### src/rtl/light_sequencer.sv
// Traffic light sequencer: main/side road cycle with pedestrian phase and
// flashing night operation, paced by an external seconds timer.
module light_sequencer #(
    parameter int unsigned T_MAIN_GREEN = 30,
    parameter int unsigned T_SIDE_GREEN = 20,
    parameter int unsigned T_YELLOW     = 3,
    parameter int unsigned T_ALL_RED    = 2,
    parameter int unsigned T_PED        = 10,
    parameter int unsigned T_FLASH      = 1
) (
    input  logic        CLK,
    input  logic        reset,
    input  logic        finished,
    input  logic        ped_req,
    input  logic        night_mode,
    output logic        timer_en,
    output logic        timer_clr,
    output logic [15:0] seconds_to_count,
    output logic [2:0]  main_light,
    output logic [2:0]  side_light,
    output logic        ped_walk,
    output logic [2:0]  state_code
);

    localparam int unsigned SEC_W = 16;

    localparam logic [2:0] S_MG    = 3'd0;
    localparam logic [2:0] S_MY    = 3'd1;
    localparam logic [2:0] S_AR1   = 3'd2;
    localparam logic [2:0] S_SG    = 3'd3;
    localparam logic [2:0] S_SY    = 3'd4;
    localparam logic [2:0] S_AR2   = 3'd5;
    localparam logic [2:0] S_PED   = 3'd6;
    localparam logic [2:0] S_FLASH = 3'd7;

    localparam logic [1:0] PH_ARM    = 2'd0;
    localparam logic [1:0] PH_GUARD1 = 2'd1;
    localparam logic [1:0] PH_GUARD2 = 2'd2;
    localparam logic [1:0] PH_RUN    = 2'd3;

    localparam logic [2:0] LAMP_OFF = 3'b000;
    localparam logic [2:0] LAMP_R   = 3'b100;
    localparam logic [2:0] LAMP_Y   = 3'b010;
    localparam logic [2:0] LAMP_G   = 3'b001;

    logic [2:0]       state, state_nx;
    logic [1:0]       phase, phase_nx;
    logic             started, started_nx;
    logic             pending, pending_nx;
    logic             blink, blink_nx;
    logic             done;
    logic             timer_en_nx, timer_clr_nx, ped_walk_nx;
    logic [SEC_W-1:0] secs_nx;
    logic [2:0]       main_nx, side_nx;

    assign state_code = state;

    // State, phase and registered outputs; reset parks in AR2 ARM with the timer idle
    always_ff @(posedge CLK or posedge reset) begin
        if (reset) begin
            state            <= S_AR2;
            phase            <= PH_ARM;
            started          <= 1'b0;
            pending          <= 1'b0;
            blink            <= 1'b1;
            timer_en         <= 1'b0;
            timer_clr        <= 1'b0;
            seconds_to_count <= SEC_W'(T_ALL_RED);
            main_light       <= LAMP_R;
            side_light       <= LAMP_R;
            ped_walk         <= 1'b0;
        end else begin
            state            <= state_nx;
            phase            <= phase_nx;
            started          <= started_nx;
            pending          <= pending_nx;
            blink            <= blink_nx;
            timer_en         <= timer_en_nx;
            timer_clr        <= timer_clr_nx;
            seconds_to_count <= secs_nx;
            main_light       <= main_nx;
            side_light       <= side_nx;
            ped_walk         <= ped_walk_nx;
        end
    end

    // Next state/phase, pedestrian latch, blink, and the lamp/duration decode of the next state
    always_comb begin
        state_nx    = state;
        phase_nx    = phase;
        started_nx  = 1'b1;
        pending_nx  = pending;
        blink_nx    = blink;
        done        = 1'b0;
        main_nx     = LAMP_R;
        side_nx     = LAMP_R;
        ped_walk_nx = 1'b0;
        secs_nx     = SEC_W'(T_ALL_RED);
        timer_en_nx = 1'b1;

        // First edge after reset only launches the ARM cycle of the reset state
        if (!started) begin
            phase_nx = PH_ARM;
        end else begin
            case (phase)
                PH_ARM:    phase_nx = PH_GUARD1;
                PH_GUARD1: phase_nx = PH_GUARD2;
                PH_GUARD2: phase_nx = PH_RUN;
                default: begin
                    if (finished) begin
                        done     = 1'b1;
                        phase_nx = PH_ARM;
                    end
                end
            endcase
        end

        if (done) begin
            case (state)
                S_MG:  state_nx = S_MY;
                S_MY:  state_nx = S_AR1;
                S_AR1: state_nx = night_mode ? S_FLASH : S_SG;
                S_SG:  state_nx = S_SY;
                S_SY:  state_nx = S_AR2;
                S_AR2: begin
                    if (night_mode)
                        state_nx = S_FLASH;
                    else if (pending || ped_req)
                        state_nx = S_PED;
                    else
                        state_nx = S_MG;
                end
                S_PED: state_nx = S_MG;
                default: state_nx = night_mode ? S_FLASH : S_AR2;
            endcase
        end

        // Blink restarts lit on FLASH entry and toggles on each FLASH-to-FLASH pass
        if (done && state_nx == S_FLASH)
            blink_nx = (state == S_FLASH) ? ~blink : 1'b1;

        // Request is consumed by PED entry; a request seen while in PED is dropped
        if (done && state_nx == S_PED)
            pending_nx = 1'b0;
        else if (ped_req && state != S_PED)
            pending_nx = 1'b1;

        timer_clr_nx = (phase_nx == PH_ARM);

        case (state_nx)
            S_MG: begin
                main_nx = LAMP_G;
                secs_nx = SEC_W'(T_MAIN_GREEN);
            end
            S_MY: begin
                main_nx = LAMP_Y;
                secs_nx = SEC_W'(T_YELLOW);
            end
            S_SG: begin
                side_nx = LAMP_G;
                secs_nx = SEC_W'(T_SIDE_GREEN);
            end
            S_SY: begin
                side_nx = LAMP_Y;
                secs_nx = SEC_W'(T_YELLOW);
            end
            S_PED: begin
                ped_walk_nx = 1'b1;
                secs_nx     = SEC_W'(T_PED);
            end
            S_FLASH: begin
                main_nx = blink_nx ? LAMP_Y : LAMP_OFF;
                side_nx = blink_nx ? LAMP_R : LAMP_OFF;
                secs_nx = SEC_W'(T_FLASH);
            end
            default: begin
                secs_nx = SEC_W'(T_ALL_RED);
            end
        endcase
    end

endmodule

### config.mk
export PLATFORM = sky130hd
export DESIGN_NAME = light_sequencer
export DESIGN_NICKNAME = d
export VERILOG_FILES = /design/src/rtl/light_sequencer.sv
export SDC_FILE = /design/constraint.sdc
export NUM_CORES = 1
export LEC_CHECK = 0
export CORE_MARGIN = 2
export CORE_UTILIZATION = 45
export CTS_CLUSTER_DIAMETER = 80
export DETAILED_ROUTE_END_ITERATION = 12
export GPL_ROUTABILITY_DRIVEN = 0
export HOLD_SLACK_MARGIN = 0.08
export PLACE_DENSITY = 0.8
export SLEW_MARGIN = 20
export SYNTH_ARGS = -nofsm -noshare
export SYNTH_HDL_FRONTEND = slang
export SYNTH_SLANG_ARGS = --single-unit
### constraint.sdc
create_clock -name CLK -period 2.2 [get_ports CLK]
set_input_delay 0.44 -clock CLK [delete_from_list [all_inputs] [get_ports CLK]]
set_output_delay 0.44 -clock CLK [all_outputs]
set_load 0.02 [all_outputs]
; ---- Yosys cells after proc, flatten, opt, wreduce, memory -nomap -nowiden
; Cells that the tools add are included.
[word_totals]
regBits = 32
inputBits = 5
wordCells = 59
[op_classes]
eq_ne = 15
muxes = 22
bitwise = 1
n_reduce_logical = 11
[ops]
columns = operator, count
row1 = 5-bit case mux with 5 select lines, 1
row2 = 3-bit == test (second input constant), 7
row3 = 3-bit case mux with 7 select lines, 1
row4 = 3-bit case mux with 3 select lines, 2
row5 = 3-bit 2-to-1 mux, 5
row6 = 3-bit by 2-bit == test with 1-bit output (second input constant), 3
row7 = 1-bit 2-to-1 mux, 8
row8 = 2-bit 2-to-1 mux, 4
row9 = 3-bit by 1-bit == test with 1-bit output (second input constant), 2
row10 = 3-bit logical NOT, 2
row11 = 2-bit case mux with 3 select lines, 1
row12 = 2-bit logical NOT, 2
row13 = 1-bit logical AND, 3
row14 = 3-bit inequality test (second input constant), 1
row15 = 3-bit OR reduction, 1
row16 = 2-bit by 1-bit == test with 1-bit output (second input constant), 1
row17 = 2-bit == test (second input constant), 1
row18 = 2-bit nonzero test, 1
row19 = 2-bit OR reduction, 1
row20 = 1-bit logical OR, 1
row21 = 1-bit NOT, 1

; ---- Longest topological paths before layout
[depth]
word_depth = 10
depth_mapped = 8
depth_no_buf = 7

; ---- Least setup slack after synthesis
; Ideal clock, no wire load.
[synth_path]
kind = register to register
startpoint = register state[0], in the netlist state_code[0]
endpoint = register main_light[1]
setup_ns = 0.119
t_arrival_ns = 1.683
slack_ns = 0.398
stages_incl_launch_ff = 8
synth_period_minus_slack_ns = 1.802
cell_sequence = dfstp_2 buf_2 nand4_1 nor3b_1 a21oi_1 buf_4 nor3b_1 o21a_1
[synth_via]
elab_chain_len = 8
elab_cells_between_ends = 18
[synth_rtl]
columns = item, line_no
row1 = from (decl), 46  ; logic [2:0] state, state_nx;
row2 = from (signal assigned), 73  ; state <= state_nx;
row3 = "3-bit == test, or another cell as far along", 119  ; case (state)
row4 = 3-bit case mux with 7 select lines (*), 119
row5 = 3-bit 2-to-1 mux (*), 118  ; if (done) begin
row6 = net state_nx[2], 46
row7 = 3-bit == test, "139, 150"
row8 = 1-bit logical AND, 139  ; if (done && state_nx == S_FLASH)
row9 = 1-bit 2-to-1 mux, 139
row10 = 2-bit 2-to-1 mux, 172  ; main_nx = blink_nx ? LAMP_Y : LAMP_OFF;
row11 = 3-bit case mux with 3 select lines (*), 150  ; case (state_nx)
row12 = net main_nx[1], 54  ; logic [2:0] main_nx, side_nx;
row13 = to (signal assigned), 81  ; main_light <= main_nx;
row14 = to (decl), 19  ; output logic [2:0] main_light,
; The timed path passes the listed nets; every way through them passes the cells marked *.
; A chain may end at the register's enable or synchronous reset.

; ---- Final worst setup path
[layout_path]
startpoint = register state[1], in the netlist state_code[1]
endpoint = output state_code[1]
[layout_lines]
columns = item, line_no
row1 = to (decl), 22  ; output logic [2:0] state_code
; No word-level cell between the ends.

==> flow_summary.yaml <==
outcome:
  status: "complete, no violations"
yosys:
  syn_area_mm2: 0.00107
  synthFlopType: "dfrtp_1"
  synth_top_area_frac: 0.328
  async_flop_share: 1.00
  syn_avg_cell_area_um2: 10.2
  synth_commonest_cells: "14 x dfrtp_1, 13 x buf_4, 12 x a21oi_1, 7 x inv_1"
  synth_cells: 105
  yosysMostFrequentCell: "dfrtp_1"
  synth_edf_count: 0
  yosys-top-cells-area: "dfrtp_1 33%, dfstp_2 15%, buf_4 9.1%"
  ys.warnings.count: 0
  seq_area_frac_synth: 0.476
  ys_types: 36
  yosysTopAreaCell: "dfrtp_1"
  ys_ff_latch: 20
sta:
  period_needed_ps: 2090
  rsz0062_at_grt: "no"
  slew_viol_final: 0
  setup_viol: 0
  timing.final.crit_share: 0.951
  whs_ps: 450
  tns_ps: 0
  skew_ps: 8.27
  fmax_ghz: 0.478
  finalHoldViolations: 0
power:
  powerDensity_mw_per_mm2: 1210
  combPwrFrac: 0.490
  p_seq_frac: 0.402
  p_clk_frac: 0.108
  power.switching_mw: 0.624
  peakVddDrop_uv: 732
  leakage_nw: 0.580
  swShare: 0.399
  power.internal_mw: 0.939
layout:
  antenna_cells: 0
  area_delta_synth_final_pct: 21.5
  stdcell_count: 156
  nets: 137
  final_layout_size_suffix_gt1_frac: 0.133
  final_util: 0.580
worst_setup_path:
  start_kind: "register"
  crit_chain: "clkdlybuf4s50_1"
  critPathKind: "register to primary output"
  cp_top_family: "buffers and inverters"
  critical_path.max_stage_delay_ps: 700
  critPathBufInv: 1
  critPathSlowestCell: "clkdlybuf4s50_1"
  timing.reg2reg.setup_slack_ps: 240
  cp-end-kind: "primary output"
  cp_max_fo: 16
  critPathRequiredTime_ps: 1760
  arrival_ps: 1650
detailed_routing:
  dr_wl_met2_um: 1000
  wl_per_cell_um: 12.5
  antenna_left: 0
  wl_met3_um: 105
  highest_layer: "met4"
  vias_per_cell: 5.10
  drt-initial-drc-count: 18
  drt_pre_antenna_iters: 4
  drc: 0
  drt_wl_total_um: 1950
  m1WireLength_um: 826
  routed-via-count: 796
floorplanning:
  core_mm2: 0.00223
  initial_core_util: 0.478
  die_w_um: 52.7
  dieArea_mm2: 0.00278
  io_pins: 33
  die_h_um: 52.7
  num_rows: 17
min_path:
  hp-class: "input port to async pin"
clocking:
  numCtsBuffers: 3
  cts.clk_slew.worst_paths_ps: 110
  root_buffer: "clkbuf_4"
  ctsHoldBuffers: 0
  clock_path_buffers: 2
  cts_tree: "done"
  clk_latency_ps: 290
  cts_resized: 0
  clock_sinks: 20
  htree_levels: 1
  post_cts_buffers: 0
global_route:
  grt_max_degree: 21
  grt_pass1_wl_um: 3260
  gr-total-overflow: 0
  antenna_found_initial: 0
  gr-usage-all-layers: 0.160
  grt_pass1_vias: 774
placed_design:
  dpl.cell_count: 152
  hpwl_um: 1490
  portBuffers: 21
job:
  cap_violations: 0
==> per-stage QoR <==
step           total power [mW]  cell area [µm²]  setup WS [ps]
5_1_grt                    1.68             1300           22.0
3_5_place_dp               1.41             1270           15.6
2_1_floorplan              1.14             1100            398
6_report                   1.56             1300            107
4_1_cts                    1.58             1300            104
3_3_place_gp               1.37             1270           61.6
==> state kept, by name, summed over array words and instances (netlist names), 2 cells and up <==
name / cells
state_code: 3
side_light: 3
phase: 2
main_light: 3
seconds_to_count: 4
==> cells by family (layout without fill, tap and decap cells) <==
logic type / count (synthesis) / count (layout) / share of synthesized area
AOI/OAI and AO/OA: 27 / 27 / 0.181
and+or+nand+nor: 26 / 26 / 0.140
buffers and inverters: 24 / 37 / 0.135
DFF: 20 / 20 / 0.476
adders and majority gates: 3 / 3 / 0.0352
other: 2 / 12 / 0.00704
muxes: 2 / 2 / 0.0188
xor gates and xnor gates: 1 / 1 / 0.00821
==> cell type report <==
| class | count | area (µm²) |
|---|---|---|
| multi-input cells | 71 | 453 |
| repair buffers | 26 | 248 |
| inverters | 7 | 26.3 |
| clock buffers | 4 | 26.3 |
| well taps | 28 | 35.0 |
| fillers | 188 | 937 |
| flip-flops and latches | 20 | 508 |
==> metal layers <==
metal / vias to the layer above / global-route usage
met4: 0 / 0.0598
li1: 385 / -
met2: 28 / 0.285
met3: 2 / 0.0257
met5: - / 0
met1: 381 / 0.192
==> worst paths after layout <==
kind                                    start             to  cells past startpoint
worst max-delay path            state_code[1]  state_code[1]                      1
worst min-delay path                    reset        started                      3
worst max register to register       phase[1]  main_light[1]                      7
worst min register to register          blink          blink                      1
max in group asynchronous               reset          blink                      3
min in group CLK                        blink          blink                      1
==> power by group through the flow <==
| stage | clock (mW) | combinational (mW) | sequential (mW) |
|---|---|---|---|
| finish | 0.169 | 0.766 | 0.628 |
| CTS | 0.176 | 0.772 | 0.628 |
| floorplan | 0 | 0.431 | 0.706 |
| global route | 0.197 | 0.829 | 0.652 |
| detailed placement | 0 | 0.769 | 0.636 |
| global placement | 0 | 0.745 | 0.630 |
==> cell usage in the layout (no fill, tap or decap), types with 3 or more instances in the layout <==
cell	instances
clkdlybuf4s50_1	21
dfrtp_1	14
a21oi_1	12
conb_1	12
inv_1	7
nand3_1	6
nor2_1	6
dfstp_2	6
buf_4	5
ha_1	3
clkbuf_4	3
Note: power is estimated with default switching activity, not from simulation.
